## config.mk

```make
export PLATFORM = sky130hd
export DESIGN_NAME = axi_rd_arbiter_2to1
export DESIGN_NICKNAME = d
export VERILOG_FILES = /design/src/rtl/axi_rd_arbiter_2to1.sv
export SDC_FILE = /design/constraint.sdc
export NUM_CORES = 1
export LEC_CHECK = 0
export ABC_AREA = 1
export CORE_MARGIN = 2
export CORE_UTILIZATION = 28
export DETAILED_ROUTE_END_ITERATION = 8
export PLACE_DENSITY = 0.78
export SLEW_MARGIN = 10
export SYNTH_ARGS = -nofsm -noshare
export SYNTH_HDL_FRONTEND = slang
export SYNTH_SLANG_ARGS = --single-unit
```

## constraint.sdc

```tcl
create_clock -name aclk -period 1.15 [get_ports aclk]
set_input_delay 0.115 -clock aclk [delete_from_list [all_inputs] [get_ports aclk]]
set_output_delay 0.115 -clock aclk [all_outputs]
set_load 0.05 [all_outputs]
```

## src/rtl/axi_rd_arbiter_2to1.sv

```systemverilog
// Two AXI3 read masters (m0 dcache, m1 icache) onto one slave read port, one burst in flight; AR accepted at N, on the bus at N+1.
// R beats forwarded combinationally to the latched grant; the granted master's rready stalls the bus directly, nothing is buffered.
module axi_rd_arbiter_2to1 #(
    parameter bit RR_EN = 1'b1,
    parameter int ID_W  = 4
) (
    input  logic            aclk,
    input  logic            aresetn,
    input  logic [ID_W-1:0] m0_arid,
    input  logic [31:0]     m0_araddr,
    input  logic [3:0]      m0_arlen,
    input  logic [2:0]      m0_arsize,
    input  logic [1:0]      m0_arburst,
    input  logic            m0_arvalid,
    output logic            m0_arready,
    output logic [ID_W-1:0] m0_rid,
    output logic [31:0]     m0_rdata,
    output logic [1:0]      m0_rresp,
    output logic            m0_rlast,
    output logic            m0_rvalid,
    input  logic            m0_rready,
    input  logic [ID_W-1:0] m1_arid,
    input  logic [31:0]     m1_araddr,
    input  logic [3:0]      m1_arlen,
    input  logic [2:0]      m1_arsize,
    input  logic [1:0]      m1_arburst,
    input  logic            m1_arvalid,
    output logic            m1_arready,
    output logic [ID_W-1:0] m1_rid,
    output logic [31:0]     m1_rdata,
    output logic [1:0]      m1_rresp,
    output logic            m1_rlast,
    output logic            m1_rvalid,
    input  logic            m1_rready,
    output logic [ID_W-1:0] s_arid,
    output logic [31:0]     s_araddr,
    output logic [3:0]      s_arlen,
    output logic [2:0]      s_arsize,
    output logic [1:0]      s_arburst,
    output logic [1:0]      s_arlock,
    output logic [3:0]      s_arcache,
    output logic [2:0]      s_arprot,
    output logic            s_arvalid,
    input  logic            s_arready,
    input  logic [ID_W-1:0] s_rid,
    input  logic [31:0]     s_rdata,
    input  logic [1:0]      s_rresp,
    input  logic            s_rlast,
    input  logic            s_rvalid,
    output logic            s_rready,
    output logic            busy
);
    localparam logic [1:0] IDLE = 2'd0;
    localparam logic [1:0] ADDR = 2'd1;
    localparam logic [1:0] DATA = 2'd2;

    logic [1:0]      state_q, state_d;
    logic            last_grant_q, last_grant_d;
    logic            gnt_q, gnt_d;
    logic [ID_W-1:0] arid_q, arid_d;
    logic [31:0]     araddr_q, araddr_d;
    logic [3:0]      arlen_q, arlen_d;
    logic [2:0]      arsize_q, arsize_d;
    logic [1:0]      arburst_q, arburst_d;

    logic is_idle, is_addr, is_data, pick1, ar_hs, r_done, route0, route1;

    assign is_idle = (state_q == IDLE);
    assign is_addr = (state_q == ADDR);
    assign is_data = (state_q == DATA);

    // m1 wins when alone, or on contention when round-robin says m0 had the last turn
    assign pick1 = m1_arvalid & (~m0_arvalid | (RR_EN & ~last_grant_q));
    assign ar_hs = is_idle & (m0_arvalid | m1_arvalid);

    assign m0_arready = is_idle & m0_arvalid & ~pick1;
    assign m1_arready = is_idle & pick1;

    assign s_arvalid = is_addr;
    assign s_arid    = arid_q;
    assign s_araddr  = araddr_q;
    assign s_arlen   = arlen_q;
    assign s_arsize  = arsize_q;
    assign s_arburst = arburst_q;
    assign s_arlock  = '0;
    assign s_arcache = '0;
    assign s_arprot  = '0;

    // Routing follows the latched grant only; rid is passed through, never decoded
    assign route0   = is_data & ~gnt_q;
    assign route1   = is_data & gnt_q;
    assign s_rready = (route0 & m0_rready) | (route1 & m1_rready);
    assign r_done   = is_data & s_rvalid & s_rready & s_rlast;

    assign m0_rvalid = route0 & s_rvalid;
    assign m0_rid    = route0 ? s_rid   : '0;
    assign m0_rdata  = route0 ? s_rdata : '0;
    assign m0_rresp  = route0 ? s_rresp : '0;
    assign m0_rlast  = route0 & s_rlast;
    assign m1_rvalid = route1 & s_rvalid;
    assign m1_rid    = route1 ? s_rid   : '0;
    assign m1_rdata  = route1 ? s_rdata : '0;
    assign m1_rresp  = route1 ? s_rresp : '0;
    assign m1_rlast  = route1 & s_rlast;

    assign busy = ~is_idle;

    always_comb begin
        state_d      = state_q;
        last_grant_d = last_grant_q;
        gnt_d        = gnt_q;
        arid_d       = arid_q;
        araddr_d     = araddr_q;
        arlen_d      = arlen_q;
        arsize_d     = arsize_q;
        arburst_d    = arburst_q;
        case (state_q)
            IDLE: begin
                if (ar_hs) begin
                    state_d      = ADDR;
                    gnt_d        = pick1;
                    last_grant_d = pick1;
                    arid_d       = pick1 ? m1_arid    : m0_arid;
                    araddr_d     = pick1 ? m1_araddr  : m0_araddr;
                    arlen_d      = pick1 ? m1_arlen   : m0_arlen;
                    arsize_d     = pick1 ? m1_arsize  : m0_arsize;
                    arburst_d    = pick1 ? m1_arburst : m0_arburst;
                end
            end
            ADDR:    if (s_arready) state_d = DATA;
            DATA:    if (r_done)    state_d = IDLE;
            default: state_d = IDLE;
        endcase
    end

    always_ff @(posedge aclk or negedge aresetn) begin
        if (!aresetn) begin
            state_q      <= IDLE;
            last_grant_q <= 1'b1;
            gnt_q        <= 1'b0;
            arid_q       <= '0;
            araddr_q     <= '0;
            arlen_q      <= '0;
            arsize_q     <= '0;
            arburst_q    <= '0;
        end else begin
            state_q      <= state_d;
            last_grant_q <= last_grant_d;
            gnt_q        <= gnt_d;
            arid_q       <= arid_d;
            araddr_q     <= araddr_d;
            arlen_q      <= arlen_d;
            arsize_q     <= arsize_d;
            arburst_q    <= arburst_d;
        end
    end
endmodule

```

Yosys cells after proc, flatten, opt, wreduce, memory -nomap -nowiden

Cells that the tools add are included.

Bits in latches: 0
Memories kept: 0
Word-level logic and storage cells: 55
Flip-flop bits (word level): 49
Memory bits (writable): 0
Bits in read-only memories: 0

Multipliers: 0
Magnitude comparators: 0
Divide/modulo/power cells: 0
Bitwise operators: 24
Shift-type cells: 0
Equal/unequal tests: 5
Reductions and logical operators: 3
Add/sub/neg operators: 0
Muxes and demuxes: 15

Operators with widths:

| kind                 | number |
|---|---|
| $mux W32             | 3 |
| $and A1 B1 Y1        | 16 |
| $mux W4              | 4 |
| $mux W2              | 6 |
| $ne A2 B1 Y1 const B | 3 |
| $pmux W2 S3          | 1 |
| $not A1 Y1           | 5 |
| $mux W3              | 1 |
| $or A1 B1 Y1         | 3 |
| $reduce_and A3 Y1    | 1 |
| $eq A2 B1 Y1 const B | 1 |
| $eq A2 B2 Y1 const B | 1 |
| $logic_not A2 Y1     | 1 |
| $reduce_and A2 Y1    | 1 |

Depth between registers and ports, before layout

Depth in word-level cells: 8
Mapped depth: 7
Mapped depth without buffers: 6

Worst setup path before layout

No wires, ideal clock.

Path type: reg-to-output
From: reg last_grant_q
To: out m0_arready
Path buffers: 2
Arrival time: 1.652 ns
Required time: 1.035 ns
Setup slack: -0.617 ns
Cell stages (with the launch flop): 7
Cell sequence: dfstp_2 > nand2_2 > nand2_1 > buf_6 > buf_6 > nand2_1 > nor2_1

Cells in the longest elaborated chain, start to end: 5

RTL lines:

| element                | line | source |
|---|---|---|
| start, declared        | 58   | `logic last_grant_q, last_grant_d;` |
| start signal, assigned | 148  | `last_grant_q <= last_grant_d;` |
| $not A1 Y1             | 73   | `assign pick1 = m1_arvalid & (~m0_arvalid \| (RR_EN & ~last_grant_q));` |
| $or A1 B1 Y1           | 73   |  |
| $and A1 B1 Y1          | 73   |  |
| $not A1 Y1             | 76   | `assign m0_arready = is_idle & m0_arvalid & ~pick1;` |
| $and A1 B1 Y1          | 76   |  |
| end, declared          | 15   | `output logic m0_arready,` |

No other way between the ends.

Final worst setup path

From: reg state_q[1]
To: out m1_rdata[1]

Cells in the longest elaborated chain, start to end: 3

RTL lines:

| element                | line | source |
|---|---|---|
| start, declared        | 57   | `logic [1:0] state_q, state_d;` |
| start signal, assigned | 147  | `state_q <= state_d;` |
| $eq A2 B2 Y1           | 70   | `assign is_data = (state_q == DATA);` |
| $and A1 B1 Y1          | 91   | `assign route1 = is_data & gnt_q;` |
| $mux W32               | 102  | `assign m1_rdata = route1 ? s_rdata : '0;` |
| end, declared          | 30   | `output logic [31:0] m1_rdata,` |

No other way between the ends.

==> results.yml <==
setup_path:
  cp.required_ps: 1030
  startpoint_type: "flip-flop"
  path_cells: "inv_2 -> nor2_4 -> nand2_2 -> clkbuf_16 -> nor2_4 -> buf_12"
  endpoint_kind: "output port"
  max_stage_delay_ps: 430
  crit_slowest_cell: "dfrtp_1"
  critical_path.top_delay_family: "buffers and inverters"
  path_buf_inv: 3
  cp_max_fo: 13
  cp.arrival_ps: 1710
  crit_type: "flip-flop to output port"
  crit_top_cell: "nor2_4"
sta:
  setup_viol_count_final: 134
  setup_ws_ps: -674
  skew_ps: 7.49
  post-route-period-util_pct: 159
  hold_viol: 0
  rsz0062_at_grt: "true"
  holdWs_ps: 327
  slew_viol_final: 0
  fmax_mhz: 548
  finalSetupTns_ps: -76930
  timing.final.crit_period_ps: 1820
logic_synthesis:
  yosysWarnings: 0
  syn_inst: 421
  avgSynthCellArea_um2: 6.95
  yosysTopAreaCellShare_pct: 41.1
  yosys.area.top_type: "dfrtp_1"
  synth_common_cells: "nor2_1 (130), nand2_1 (57), dfrtp_1 (48)"
  ys_ff_latch: 49
  synth_ff_type: "dfrtp_1"
  synth-edff-count: 0
  synth.most_common_cell: "nor2_1"
  synthArstFlopShare_pct: 100
  synth.area.top_cells: "dfrtp_1 (41%), nor2_1 (17%), a31oi_1 (9.6%)"
  yosysUniqueCellTypes: 19
  yosysSeqAreaShare_pct: 42.0
  syn_area_mm2: 0.00293
cts:
  clk_pin_slew_ps: 100
  clk_latency_ps: 300
  cts_max_level: 2
  cts_tree: "built"
  cts-root-buf: "clkbuf_8"
  clock_path_buffers: 2
  cts-buffers-inserted: 5
  cts_sinks: 49
detailed_routing:
  ant_nets: 0
  viasPerCell: 5.16
  first_pass_iters: 5
  drt_iter0_drc: 325
  wl_mm: 19.1
  vias: 4449
  drc_errors: 0
  drt-wirelength-per-cell_um: 22.1
placed_design:
  placed_cell_area_mm2: 0.00743
  port-buffer-count: 266
  dpl.hpwl_mm: 11.1
  gp_congestion: 0.853
  dpl_worst_slack_ps: -514
die:
  die_x_um: 106
  start_util_pct: 28.6
  coreArea_mm2: 0.0102
  dieArea_mm2: 0.0113
  dieHeight_um: 106
  ios: 276
  num_rows: 37
power:
  power.density_mw_per_mm2: 2630
  switchingPower_mw: 11.1
  clkPwrFrac_pct: 4.4
  seqPwrFrac_pct: 15.8
  p_leak_nw: 3.62
  peakVddDrop_mv: 1.73
  p_comb_share_pct: 79.8
  netSwitchingFraction_pct: 48.4
  p_int_mw: 11.9
final_layout:
  nets: 863
  fin_util_pct: 85.4
  drive_gt1_share_pct: 43.5
  antenna-diode-count: 0
  syn2layout_area_growth_pct: 199
  finalInstanceArea_mm2: 0.00873
flow_run:
  drv_cap: 0
global_route:
  grt_pass1_vias: 4620
  grt_max_degree: 50
  antenna_found_initial: 0
  grt_first_pass_wirelength_mm: 26.2
  grt_usage_pct: 30.1
  gr-total-overflow: 0
worst_hold_path:
  hold_class: "input port to asynchronous set/reset pin"
status:
  status: "finished, violations left"
  violations: "negative setup slack"
## through the flow
stage,total power [mW],std cells
CTS,21.7,855
finish,23.0,863
detailed placement,18.1,817
floorplan,10.6,429
global route,23.8,863
global placement,17.8,817
## sequential cells by signal (all words and copies together) (netlist names)
signal	count
last_grant_q	1
s_arburst	2
s_arid	4
state_q	2
gnt_q	1
s_araddr	32
s_arsize	3
s_arlen	4
## cells in the final DEF (no fill, tap or decap), types with 9 or more instances in the layout
cell type,synthesis,final
buf_12,0,144
clkdlybuf4s50_1,0,135
nor2_4,0,77
nand2_1,57,51
dfrtp_1,48,48
nor2_1,130,45
nand3_1,45,45
inv_1,44,43
a31oi_1,45,30
buf_6,9,18
buf_4,10,17
a31oi_4,0,11
buf_16,0,11
nor2_2,1,9
conb_1,1,9
## final timing paths
path | start | to | slack [ps] | depth (start not counted)
setup / recovery | state_q[1] | m1_rdata[1] | -670 | 6
hold / removal | aresetn | s_arid[3] | 330 | 3
setup reg to reg | state_q[1] | s_araddr[0] | -600 | 11
min in group aclk | m0_araddr[4] | s_araddr[4] | 380 | 3
max in group asynchronous | aresetn | last_grant_q | 540 | 3
hold reg to reg | last_grant_q | last_grant_q | 490 | 2
## logic make-up (layout without fill, tap and decap cells)
group                  count (synthesis)  in the layout  synth area share (%)
flip-flops                            49             49                  42.0
other                                  1              9                 0.128
AND/OR/NAND/NOR                      237            237                  32.8
buffers and inverters                 87            385                  15.1
AO/OA/AOI/OAI                         47             47                  10.1
## layout make-up
cell class	count	area (µm²)
clock inverter	1	7.51
clock buffer	7	76.3
sequential	49	1230
inverter	46	178
multi-input combinational	293	2110
timing repair buffer	331	4960
fill	486	1500
tap	136	170
## power groups by stage
stage	Clock [mW]	Sequential, mW	Combinational (mW)
4_1_cts	1.03	3.57	17.1
6_report	1.01	3.64	18.4
2_1_floorplan	0	5.88	4.73
3_3_place_gp	0	3.53	14.3
3_5_place_dp	0	3.61	14.5
5_1_grt	1.11	3.73	18.9
## layer usage
metal  share of wire [%]  track usage (%)  routed length (µm)  up-vias
met5                   0                0                   0        -
met4                 5.6             11.1                1080        0
met3                 7.5             7.73                1440       78
met2                  53             57.9               10100      275
met1                  34             31.1                6490     2158
li1                    -                -                   -     1938
## tightest hold or removal path, stage by stage
cell	delay, ps
dlygate4sd3_1	520
buf_2	120
buf_12	260
## repair_timing
action | in CTS | in global routing
gates resized for setup | 92 | 55
setup endpoints to repair | 131 | 134
pin swaps | 10 | 9
cloned | 13 | 2
buffers inserted | 17 | 11
endpoints found under the hold margin | 48 | 0
hold buffers | 1 | 0
Power figures use the tool's default switching activity.
